--- src/rtl/rf_wb_sched.sv ---
// Write-back scheduler and scoreboard for a 32x32 register file: round-robin sharing of the write port,
// pending-write tracking, and decode stall generation. Optional forwarding path enabled by RF_WB_BYPASS_EN.
module rf_wb_sched #(
  parameter int DATA_W = 32,
  parameter int ADDR_W = 5
) (
  input  logic                     clk,
  input  logic                     resetn,
  input  logic                     issue_valid,
  input  logic [ADDR_W-1:0]        issue_waddr,
  output logic                     issue_ready,
  input  logic [ADDR_W-1:0]        raddr1,
  input  logic [ADDR_W-1:0]        raddr2,
  output logic                     rd_stall,
  input  logic                     req0_valid,
  input  logic [ADDR_W-1:0]        req0_waddr,
  input  logic [DATA_W-1:0]        req0_wdata,
  output logic                     req0_ready,
  input  logic                     req1_valid,
  input  logic [ADDR_W-1:0]        req1_waddr,
  input  logic [DATA_W-1:0]        req1_wdata,
  output logic                     req1_ready,
  output logic                     rf_wen,
  output logic [ADDR_W-1:0]        rf_waddr,
  output logic [DATA_W-1:0]        rf_wdata,
`ifdef RF_WB_BYPASS_EN
  output logic                     byp1_hit,
  output logic                     byp2_hit,
  output logic [DATA_W-1:0]        byp_data,
`endif
  output logic [(2**ADDR_W)-1:0]   busy_vec
);

  localparam int NREG = 2 ** ADDR_W;

  logic              last_q, last_d;
  logic              rf_wen_q, rf_wen_d;
  logic [ADDR_W-1:0] rf_waddr_q, rf_waddr_d;
  logic [DATA_W-1:0] rf_wdata_q, rf_wdata_d;
  logic [NREG-1:0]   busy_q, busy_d;
  logic              grant0, grant1;
  logic              src1_pend, src2_pend;

  // Arbitration: last_q names the previous winner, so the other side wins a conflict
  always_comb begin
    grant0 = req0_valid && (!req1_valid || last_q);
    grant1 = req1_valid && (!req0_valid || !last_q);
  end

  assign req0_ready = grant0;
  assign req1_ready = grant1;

  always_comb begin
    last_d     = last_q;
    rf_wen_d   = 1'b0;
    rf_waddr_d = rf_waddr_q;
    rf_wdata_d = rf_wdata_q;
    if (grant0) begin
      last_d     = 1'b0;
      rf_wen_d   = (req0_waddr != '0);
      rf_waddr_d = req0_waddr;
      rf_wdata_d = req0_wdata;
    end else if (grant1) begin
      last_d     = 1'b1;
      rf_wen_d   = (req1_waddr != '0);
      rf_waddr_d = req1_waddr;
      rf_wdata_d = req1_wdata;
    end
  end

  // WAW block looks at the current scoreboard, ignoring a clear landing this edge
  assign issue_ready = (issue_waddr == '0) || !busy_q[issue_waddr];

  always_comb begin
    busy_d = busy_q;
    if (rf_wen_q) busy_d[rf_waddr_q] = 1'b0;
    if (issue_valid && issue_ready && (issue_waddr != '0)) busy_d[issue_waddr] = 1'b1;
    busy_d[0] = 1'b0;
  end

  always_ff @(posedge clk or negedge resetn) begin
    if (!resetn) begin
      last_q     <= 1'b1;
      rf_wen_q   <= 1'b0;
      rf_waddr_q <= '0;
      rf_wdata_q <= '0;
      busy_q     <= '0;
    end else begin
      last_q     <= last_d;
      rf_wen_q   <= rf_wen_d;
      rf_waddr_q <= rf_waddr_d;
      rf_wdata_q <= rf_wdata_d;
      busy_q     <= busy_d;
    end
  end

  assign rf_wen   = rf_wen_q;
  assign rf_waddr = rf_waddr_q;
  assign rf_wdata = rf_wdata_q;
  assign busy_vec = busy_q;

`ifdef RF_WB_BYPASS_EN
  // A source being written this cycle is forwarded instead of stalling
  assign byp1_hit  = rf_wen_q && (rf_waddr_q == raddr1) && (raddr1 != '0);
  assign byp2_hit  = rf_wen_q && (rf_waddr_q == raddr2) && (raddr2 != '0);
  assign byp_data  = rf_wdata_q;
  assign src1_pend = (raddr1 != '0) && busy_q[raddr1] && !byp1_hit;
  assign src2_pend = (raddr2 != '0) && busy_q[raddr2] && !byp2_hit;
`else
  assign src1_pend = (raddr1 != '0) && busy_q[raddr1];
  assign src2_pend = (raddr2 != '0) && busy_q[raddr2];
`endif

  assign rd_stall = src1_pend || src2_pend;

endmodule
--- config.mk ---
export PLATFORM = sky130hd
export DESIGN_NAME = rf_wb_sched
export DESIGN_NICKNAME = d
export VERILOG_FILES = /design/src/rtl/rf_wb_sched.sv
export SDC_FILE = /design/constraint.sdc
export NUM_CORES = 1
export LEC_CHECK = 0
export CORE_MARGIN = 4
export CORE_UTILIZATION = 43
export DETAILED_ROUTE_END_ITERATION = 7
export PLACE_DENSITY = 0.82
export SYNTH_ARGS = -nofsm -noshare
export SYNTH_HDL_FRONTEND = slang
export SYNTH_SLANG_ARGS = --single-unit
export TNS_END_PERCENT = 50
--- constraint.sdc ---
create_clock -name clk -period 4.75 [get_ports clk]
set_clock_uncertainty 0.1 [all_clocks]
set_input_delay 1.425 -clock clk [delete_from_list [all_inputs] [get_ports clk]]
set_output_delay 1.425 -clock clk [all_outputs]
set_load 0.01 [all_outputs]
==> metrics.md, run 1 <==
| Metric | Value |
|---|---|
| Slew HR | `45.95%` |
| # fillers | `640` |
| Clk_lat worst skew | `0.34 ns` |
| Reg clk slew, reported paths | `0.08 ns` |
| Clock Sink Count | `70` |
| Flip-flop and latch count after synthesis | `70` |
| Worst endpoint required time | `3.22 ns` |
| Register area | `0.001753 sq mm` |
| Max Root-Sink Buffers | `2` |
| Clk pwr share | `19.8%` |
| HP Class | `flop to flop` |
| Critical Path Start Type | `input port` |
| Ys Warns | `0` |
| Grt total ovfl | `0` |
| Inst Count DP | `672` |
| Die area | `0.01052 sq mm` |
| Drt pass-1 iters | `5` |
| Async S/R FF share, synth | `100.0%` |
| PwrDens | `442.1 mW/mm^2` |
| Main synth FF type | `dfrtp_1` |
| CTS Buf Count | `9` |
| Comb power frac | `41.0%` |
| Die W | `102.5 um` |
| Routed Antenna Nets | `0` |
| VDD IR-drop max | `0.0002499 V` |
| Die Y | `102.5 um` |
| Layout Utilization | `69.00%` |
| Drt initial violations | `452` |
| CP max FO | `7` |
| Global Route Usage Sum | `28.54%` |
| HPWL Detailed | `10.79 mm` |
| Worst EP arrival | `3.17 ns` |
| Vias in the first global route | `4,563` |
| DR vias | `4,315` |
| Mapped Avg Cell Area | `9.609 sq um` |
| Global-route wire length before repair | `23.00 mm` |
| NetSw | `0.0009522 W` |
| CTS tree | `yes` |
| Diode count | `0` |
| CTS Root Cell | `clkbuf_8` |
| Max-cap violations | `0` |
| Post-synthesis cell type count | `49` |
| Non-Filler Instances | `692` |
| Wire length per cell | `21.66 um` |
| Final setup fails | `0` |
| Sequential Power Share | `39.2%` |
| CTS Hold Bufs | `0` |
| EDFF count, synth | `0` |
| Area of the multi-input gates | `0.001951 sq mm` |
| Layout cell share with drive strength beyond 1 | `13.01%` |
| Maximum clock rate | `213.1 MHz` |
| Largest net degree at the start of global routing | `39` |
| I/O pins | `168` |
| Synthesized Nets | `494` |
| Cells after synthesis | `400` |
| Cell area after synthesis | `0.003844 sq mm` |
| Antenna violations before repair | `0` |
| Hold slack | `0.4284 ns` |
| Vias per inst | `6.236` |
| Max-slew violation count | `0` |
| Core Region | `0.008721 sq mm` |
| Critical path class | `input port to output pin` |
| Leakage power | `2.424 nW` |
| Worst-Margin Slew | `0.8107 ns` |
| Layout Nets | `673` |
| Fin crit share | `98.77%` |
| Number of cell rows | `34` |
| Sw frac | `35.80%` |
| # DRC | `0` |
| RD Place Congestion | `0.9834` |
| H-tree levels | `3` |
| Synthesis-to-finish area growth | `56.54%` |
| Min Clock Period, post-route | `4.692 ns` |
| PortBufs | `166` |
| Status | `completed` |
| Element type at the critical path end | `output pin` |
| Pint | `0.001708 W` |
| Endpoints failing hold | `0` |
| Initial core utilization | `44.07%` |
| Total routed wirelength | `14.99 mm` |
| Register area share after synthesis | `45.61%` |
## synthesized netlist by cell type, types with 3 or more instances
library cell	count	area [sq um]
clkbuf_1	23	86.33
o22ai_1	40	250.2
inv_1	12	45.04
or4b_1	3	30.03
o21ai_0	62	310.3
mux4_1	4	105.1
nor2_1	72	270.3
dfrtp_1	69	1727
nand3b_1	10	75.07
or4_1	3	22.52
mux2i_1	13	130.1
nand2b_1	3	18.77
mux4_2	13	292.8
a21oi_1	9	45.04
o21ai_1	3	15.01
a31oi_1	7	43.79
nand2_1	11	41.29
nand3_1	6	30.03
## flip-flops by register name, summed over array words and instances, names as in the netlist
name      cells
rf_waddr      5
busy_vec     31
rf_wdata     32
last_q        1
rf_wen        1
## final cells by class
class                      instances  area share [%]
multi-input combinational        289           32.42
timing repair buffer             197           31.88
sequential                        70           29.13
tap                              108           2.246
clock buffer                      11           2.183
clock inverter                     5           1.393
inverter                          12          0.7486
## final timing paths
path | cells after the start | end | startpoint | slack (ns)
max reg2reg | 3 | busy_vec[5] | busy_vec[7] | 2.81
max in group asynchronous | 2 | last_q | resetn | 2.47
min | 2 | rf_wdata[0] | rf_wdata[0] | 0.43
min reg2reg | 2 | rf_wdata[0] | rf_wdata[0] | 0.43
min in group asynchronous | 1 | rf_wdata[30] | resetn | 1.06
max | 8 | issue_ready | issue_waddr[1] | 0.06
## layout by cell type, fill, tap and decap left out, types with 10 or more instances in the layout
cell and instances:
o22ai_1 40, mux2i_1 13, inv_1 12, o21ai_0 60, clkdlybuf4s50_1 155, nand2_1 11
mux4_2 13, buf_4 26, nand3b_1 10, dfrtp_1 69, nor2_1 72
## routing by layer
layer,up-vias,routed length (um),track usage [%]
met2,322,7269,47.17
met3,64,1920,10.55
met4,0,591,12.31
met1,2089,5208,33.42
met5,-,0,0
li1,1840,-,-
## kinds of logic (layout without fill, tap and decap cells)
group / count (synthesis) / in the layout / synth area share, %
compound gates: 135 / 135 / 20.51
buf+inv: 41 / 225 / 4.362
mux: 31 / 31 / 14.03
other cells: 1 / 1 / 0.09756
simple gates: 122 / 122 / 15.40
flops: 70 / 70 / 45.61
## power by group through the flow
stage / combinational (W) / sequential, W / clock (W)
final: 0.00109 / 0.00104 / 0.000527
after global routing: 0.00117 / 0.00106 / 0.000559
after CTS: 0.00108 / 0.00103 / 0.000533
after detailed placement: 0.00107 / 0.00104 / 0
after global placement: 0.00103 / 0.00103 / 0
after floorplan: 0.000424 / 0.00101 / 0
## per-stage QoR
stage	setup TNS (ns)	area, sq um	total power [W]	setup WS (ns)
final	0	6017	0.002660	0.05828
after global routing	-0.01765	6017	0.002790	-0.01765
after CTS	-0.09790	5991	0.002640	-0.09790
after detailed placement	-1.532	5732	0.002104	-0.8526
after global placement	-1.381	5732	0.002064	-0.7965
after floorplan	0	3844	0.001430	0.3092
## worst max-delay path, stage by stage
cell,delay [ns]
clkdlybuf4s50_1,0.48
buf_6,0.14
mux4_2,0.32
nand2_1,0.11
a2bb2oi_2,0.13
o21ai_1,0.09
a211oi_2,0.28
buf_2,0.18
## timing repair
action / 4_1_cts / 5_1_grt
endpoints found under the setup margin: 2 / 2
gates resized for setup: 19 / 13
hold endpoints to repair: 0 / 0
setup buffers: 3 / 1
pin swaps: 1 / 1
No activity file was read; power rests on OpenSTA's default activity.
==> run 2: changes to the inputs <==
Settings changed: GPL_ROUTABILITY_DRIVEN set to 1, REMOVE_ABC_BUFFERS set to 1, TNS_END_PERCENT 50 to unset.
==> run 2 against run 1 <==
Effect of this change: design area fell by 0.94%; first-iteration DRC count shrank 48%; sequential cell count stayed put; critical path type unchanged; largest cell class unchanged.
==> metrics.md, run 2 (synthesis gave the netlist of run 1 again) <==
| Metric | Value |
|---|---|
| Min Clock Period, post-route | `4.698 ns` |
| Layout cell share with drive strength beyond 1 | `12.39%` |
| WP buf/inv | `3` |
| Fin crit share | `98.90%` |
| Reg2Reg Setup Slack | `2.82 ns` |
| Reg2Reg Capture Point | `busy_vec[11]` |
| # DRC | `0` |
| Number of flip-flops in the largest register | `32` |
| Pint | `0.001714 W` |
| Die Y | `102.5 um` |
| Commonest non-fill, non-tap cell in the layout | `clkdlybuf4s50_1` |
| Maximum clock rate | `212.9 MHz` |
| Routed Antenna Nets | `0` |
| Worst endpoint required time | `3.22 ns` |
| # fillers | `699` |
| Synthesis-to-finish area growth | `55.08%` |
| Commonest non-fill, non-tap cells in the layout | `156 x clkdlybuf4s50_1, 72 x nor2_1, 69 x dfrtp_1` |
| Critical path class | `input port to output pin` |
| CTS Root Cell | `clkbuf_8` |
| Worst Setup Slack, final | `0.05239 ns` |
| Endpoints failing hold | `0` |
| Area of the multi-input gates | `0.001946 sq mm` |
| Wire length per cell | `19.89 um` |
| CP max stage delay | `0.52 ns` |
| CTS Hold Bufs | `0` |
| Die area | `0.01052 sq mm` |
| CP delay by family, top | `simple AND/OR/NAND/NOR gates` |
| Non-Filler Instances | `689` |
| Slowest CP cell | `or4_1` |
| Clk pwr share | `20.1%` |
| CP max FO | `8` |
| H-tree levels | `3` |
| Worst-Margin Slew | `0.7266 ns` |
| Number of cell rows | `34` |
| Max-cap violations | `0` |
| Die W | `102.5 um` |
| PortBufs | `166` |
| Worst EP arrival | `3.17 ns` |
| Element type at the critical path end | `output pin` |
| Diode count | `0` |
| Initial core utilization | `44.07%` |
| Total routed wirelength | `13.71 mm` |
| Cells on worst reg2reg path | `3` |
| Final setup fails | `0` |
| Leakage power | `2.397 nW` |
| RSZ-0062 raised after global routing | `false` |
| Register area | `0.001753 sq mm` |
| Crit path launch | `raddr2[0]` |
| CTS Buf Count | `9` |
| NetSw | `0.0009180 W` |
| Max Root-Sink Buffers | `2` |
| HPWL Detailed | `10.36 mm` |
| RD Place Congestion | `0.9609` |
| Status | `completed` |
| I/O pins | `168` |
| Grt total ovfl | `0` |
| Max-slew violation count | `0` |
| Global-route wire length before repair | `21.35 mm` |
| Place WS | `-0.7859 ns` |
| RR Startpoint | `busy_vec[11]` |
| Vias in the first global route | `4,154` |
| Clk_lat worst skew | `0.34 ns` |
| Clock Sink Count | `70` |
| CTS tree | `yes` |
| Drt initial violations | `234` |
| VDD IR-drop max | `0.0002078 V` |
| Core Region | `0.008721 sq mm` |
| Worst setup endpoint | `rd_stall` |
| Stages on the worst setup path | `8` |
| TNS Setup | `0 ns` |
| Critical Path Start Type | `input port` |
| Hold slack | `0.4287 ns` |
| Sequential Power Share | `39.5%` |
| Antenna violations before repair | `0` |
| Sw frac | `34.88%` |
| Largest net degree at the start of global routing | `39` |
| Most numerous cell on the critical path | `buf_2` |
| Vias per inst | `5.887` |
| PwrDens | `441.6 mW/mm^2` |
| Cells along the critical path | `buf_2 > buf_8 > mux4_2 > o211a_1 > o21ai_2 > o41ai_2 > or4_1 > buf_2` |
| Comb power frac | `40.4%` |
| Inst Count DP | `670` |
| Slew HR | `51.56%` |
| HP Class | `flop to flop` |
| DR vias | `4,056` |
| Reg clk slew, reported paths | `0.07 ns` |
| Layout Nets | `670` |
| Layout Utilization | `68.35%` |
| Global Route Usage Sum | `26.31%` |
| Drt pass-1 iters | `4` |
==> run 2: cell count changes in the layout (fill, tap and decap cells not counted), sizes merged <==
| cell | previous run | this run |
|---|---|---|
| clkinvlp | 2 | 0 |
| dlygate4sd2 | 3 | 5 |
| dlymetal6s2s | 2 | 0 |
| buf | 33 | 32 |
| clkbuf | 14 | 13 |
| clkdlybuf4s15 | 1 | 0 |
| clkdlybuf4s50 | 155 | 156 |
| clkinv | 1 | 2 |
==> run 2: how the worst min path moves through the flow <==
stage / startpoint / end / slack, ns / cells past startpoint
finish: rf_wdata[4] / rf_wdata[4] / 0.43 / 2
global route: rf_wdata[12] / rf_wdata[12] / 0.46 / 2
CTS: rf_wdata[7] / rf_wdata[7] / 0.43 / 2
detailed placement: rf_wdata[7] / rf_wdata[7] / 0.41 / 2
global placement: rf_wdata[0] / rf_wdata[0] / 0.40 / 2
floorplan: last_q / rf_wdata[10] / 0.44 / 1
==> run 2: final cells by class <==
cell class | instances | area share, %
sequential | 70 | 29.41
clock inverter | 4 | 1.175
inverter | 12 | 0.7557
timing repair buffer | 194 | 31.32
tap | 108 | 2.267
clock buffer | 12 | 2.435
multi-input combinational | 289 | 32.64
==> run 2: power groups by stage <==
stage               Sequential [W]  Combinational, W  Clock (W)
floorplan                  0.00101          0.000397          0
detailed placement         0.00104           0.00107          0
finish                     0.00104           0.00106   0.000529
global placement           0.00103           0.00103          0
CTS                        0.00103           0.00107   0.000538
global route               0.00106           0.00115   0.000561
==> run 2: metal layers <==
layer | vias to the layer above | routed length (um) | GRT usage [%]
met3 | 24 | 1645 | 7.578
met1 | 1952 | 5198 | 33.17
met5 | - | 0 | 0
met2 | 243 | 6563 | 43.10
met4 | 0 | 299 | 9.889
li1 | 1837 | - | -
==> run 2: per-stage QoR <==
stage	power, W	area, sq um
final	0.002632	5961
after detailed placement	0.002105	5717
after CTS	0.002635	5952
after global routing	0.002773	5961
after global placement	0.002061	5717
after floorplan	0.001409	3721
==> run 2: timing repair <==
item | CTS | global route
pin swaps | 2 | 3
resized for setup | 26 | 5
setup endpoints to repair | 2 | 2
buffers inserted | 3 | 0
==> run 2: tightest hold or removal path, stage by stage (launching register included) <==
cell	delay, ns
dfrtp_1	0.35
o22ai_1	0.07
nor2_1	0.08
==> run 3: changes to the inputs <==
Settings changed: CORE_MARGIN 4 to unset, REMOVE_ABC_BUFFERS 1 to unset.
==> run 3 against run 2 <==
Effect of this change: utilization is 0.57 points higher; critical path depth fell by 1; largest cell class unchanged; highest routed layer unchanged; sequential power barely moved; total power is 1.5% higher; largest power group unchanged; combinational power barely moved; first-iteration DRC count rose by 21%; design area increased by 0.34%; maximum frequency grew 0.68%; die area down 11%.
==> metrics.md, run 3 (synthesis gave the netlist of run 1 again) <==
| Metric | Value |
|---|---|
| Status | `completed` |
| H-tree levels | `3` |
| Inst Count DP | `672` |
| Critical Path Start Type | `input port` |
| Initial core utilization | `44.29%` |
| Min Clock Period, post-route | `4.666 ns` |
| Slowest CP cell | `mux4_1` |
| Critical path class | `input port to output pin` |
| PwrDens | `446.6 mW/mm^2` |
| CP max FO | `7` |
| Max Root-Sink Buffers | `2` |
| Number of cell rows | `34` |
| TNS Setup | `0 ns` |
| Layout cell share with drive strength beyond 1 | `12.54%` |
| Min-Delay Path Depth | `2` |
| Global-route wire length before repair | `20.15 mm` |
| PortBufs | `166` |
| Met1 usage in global routing | `35.96%` |
| Endpoints failing hold | `0` |
| Leakage power | `2.432 nW` |
| Clock Sink Count | `70` |
| Grt total ovfl | `0` |
| Worst-Margin Slew | `0.8678 ns` |
| Vias per inst | `6.056` |
| DR vias | `4,185` |
| Grt met2 use | `47.59%` |
| Antenna violations before repair | `0` |
| Core Region | `0.008678 sq mm` |
| Die Y | `96.55 um` |
| Cells on worst reg2reg path | `3` |
| CTS Hold Bufs | `0` |
| Layout Utilization | `68.92%` |
| RD Place Congestion | `0.9077` |
| Total routed wirelength | `13.12 mm` |
| Reg2Reg Capture Point | `busy_vec[7]` |
| Min-delay src | `rf_wdata[12]` |
| Slew HR | `42.15%` |
| Commonest non-fill, non-tap cells in the layout | `154 x clkdlybuf4s50_1, 72 x nor2_1, 69 x dfrtp_1` |
| Clk_lat worst skew | `0.34 ns` |
| Routed Antenna Nets | `0` |
| Drt pass-1 iters | `5` |
| Hold path endpoint | `rf_wdata[12]` |
| Max-slew violation count | `0` |
| I/O pins | `168` |
| HP Class | `flop to flop` |
| Vias in the first global route | `4,122` |
| Reg2Reg Setup Slack | `2.82 ns` |
| RSZ-0062 raised after global routing | `false` |
| VDD IR-drop max | `0.0002550 V` |
| Final setup fails | `0` |
| Die W | `96.55 um` |
| Maximum clock rate | `214.3 MHz` |
| Number of flip-flops in the largest register | `32` |
| Max-cap violations | `0` |
| Reg clk slew, reported paths | `0.07 ns` |
| CP max stage delay | `0.54 ns` |
| Commonest non-fill, non-tap cell in the layout | `clkdlybuf4s50_1` |
| Element type at the critical path end | `output pin` |
| RR Startpoint | `busy_vec[4]` |
| WP buf/inv | `2` |
| CP delay by family, top | `simple AND/OR/NAND/NOR gates` |
| Layout Nets | `672` |
| Register area | `0.001753 sq mm` |
| Cells along the critical path | `clkbuf_4 > mux4_1 > nand2b_1 > o2111ai_1 > o41ai_1 > or4_1 > buf_2` |
| Gr busiest metal | `met2` |
| Die area | `0.009321 sq mm` |
| # fillers | `664` |
| Largest net degree at the start of global routing | `71` |
| CTS Root Cell | `clkbuf_8` |
| Fin crit share | `98.23%` |
| Global Route Usage Sum | `28.88%` |
| Worst EP arrival | `3.14 ns` |
| GR met3 Demand/Resource | `7.981%` |
| Drt initial violations | `283` |
| Wire length per cell | `18.98 um` |
| # DRC | `0` |
| Non-Filler Instances | `691` |
| CTS Buf Count | `9` |
| Worst endpoint required time | `3.22 ns` |
| Area of the multi-input gates | `0.001923 sq mm` |
| CTS tree | `yes` |
| HPWL Detailed | `9.649 mm` |
| Synthesis-to-finish area growth | `55.60%` |
run 3: cell types whose count changed in the layout (fill, tap and decap cells not counted), sizes merged, moves of 2 or more:
| cell | delta |
|---|---|
| clkbuf | -2 |
| dlygate4sd2 | -2 |
| clkdlybuf4s50 | -2 |
| dlymetal6s2s | +4 |
run 3: repair_timing:
| item | 4_1_cts | 5_1_grt |
|---|---|---|
| hold endpoints to repair | 0 | 0 |
| endpoints found under the setup margin | 2 | 2 |
| buffers inserted | 3 | 0 |
| resized for setup | 18 | 9 |
run 3: routing by layer:
layer / share of wire [%] / up-vias
li1: - / 1841
met1: 38 / 2040
met2: 50 / 268
met3: 10 / 36
met4: 2.6 / 0
met5: 0 / -
run 3: how the worst max path moves through the flow:
stage	endpoint	depth (start not counted)	slack (ns)	start
after global routing	rd_stall	7	0.03	raddr2[0]
after detailed placement	rd_stall	7	-0.82	raddr2[0]
after CTS	rd_stall	7	0.007	raddr2[2]
final	rd_stall	7	0.08	raddr2[0]
after floorplan	rd_stall	6	0.31	raddr2[0]
after global placement	rd_stall	7	-0.75	raddr2[0]
run 3: where the power goes:
group / switching [W] / total (W) / leakage, nW / internal [W]
Clock: 0.000231 / 0.000577 / 0.115 / 0.000346
Combinational: 0.000425 / 0.00106 / 1.52 / 0.000633
Sequential: 0.000266 / 0.00104 / 0.795 / 0.000770
Total: 0.000922 / 0.00267 / 2.43 / 0.00175
run 3: stage by stage:
stage / power, W / hold WS [ns] / setup WS (ns) / cell area, sq um
floorplan: 0.001430 / 0.4562 / 0.3092 / 3844
global placement: 0.002053 / 0.4013 / -0.7498 / 5732
detailed placement: 0.002090 / 0.4092 / -0.8192 / 5732
CTS: 0.002666 / 0.4270 / 0.006522 / 5969
global route: 0.002810 / 0.4623 / 0.03465 / 5978
finish: 0.002671 / 0.4293 / 0.08396 / 5981
run 3: tightest hold or removal path: stages, from the launching register on:
cell and delay, ns:
dfrtp_1 0.35, o22ai_1 0.07, nor2_1 0.08
run 3: area by class of cell:
class / count / share of cell area, %
diodes: 1 / 0.04184
clock buffers: 9 / 2.071
clock inverters: 6 / 1.862
inverters: 12 / 0.7531
multi-input cells: 289 / 32.15
flip-flops and latches: 70 / 29.31
well taps: 108 / 2.259
repair buffers: 196 / 31.55
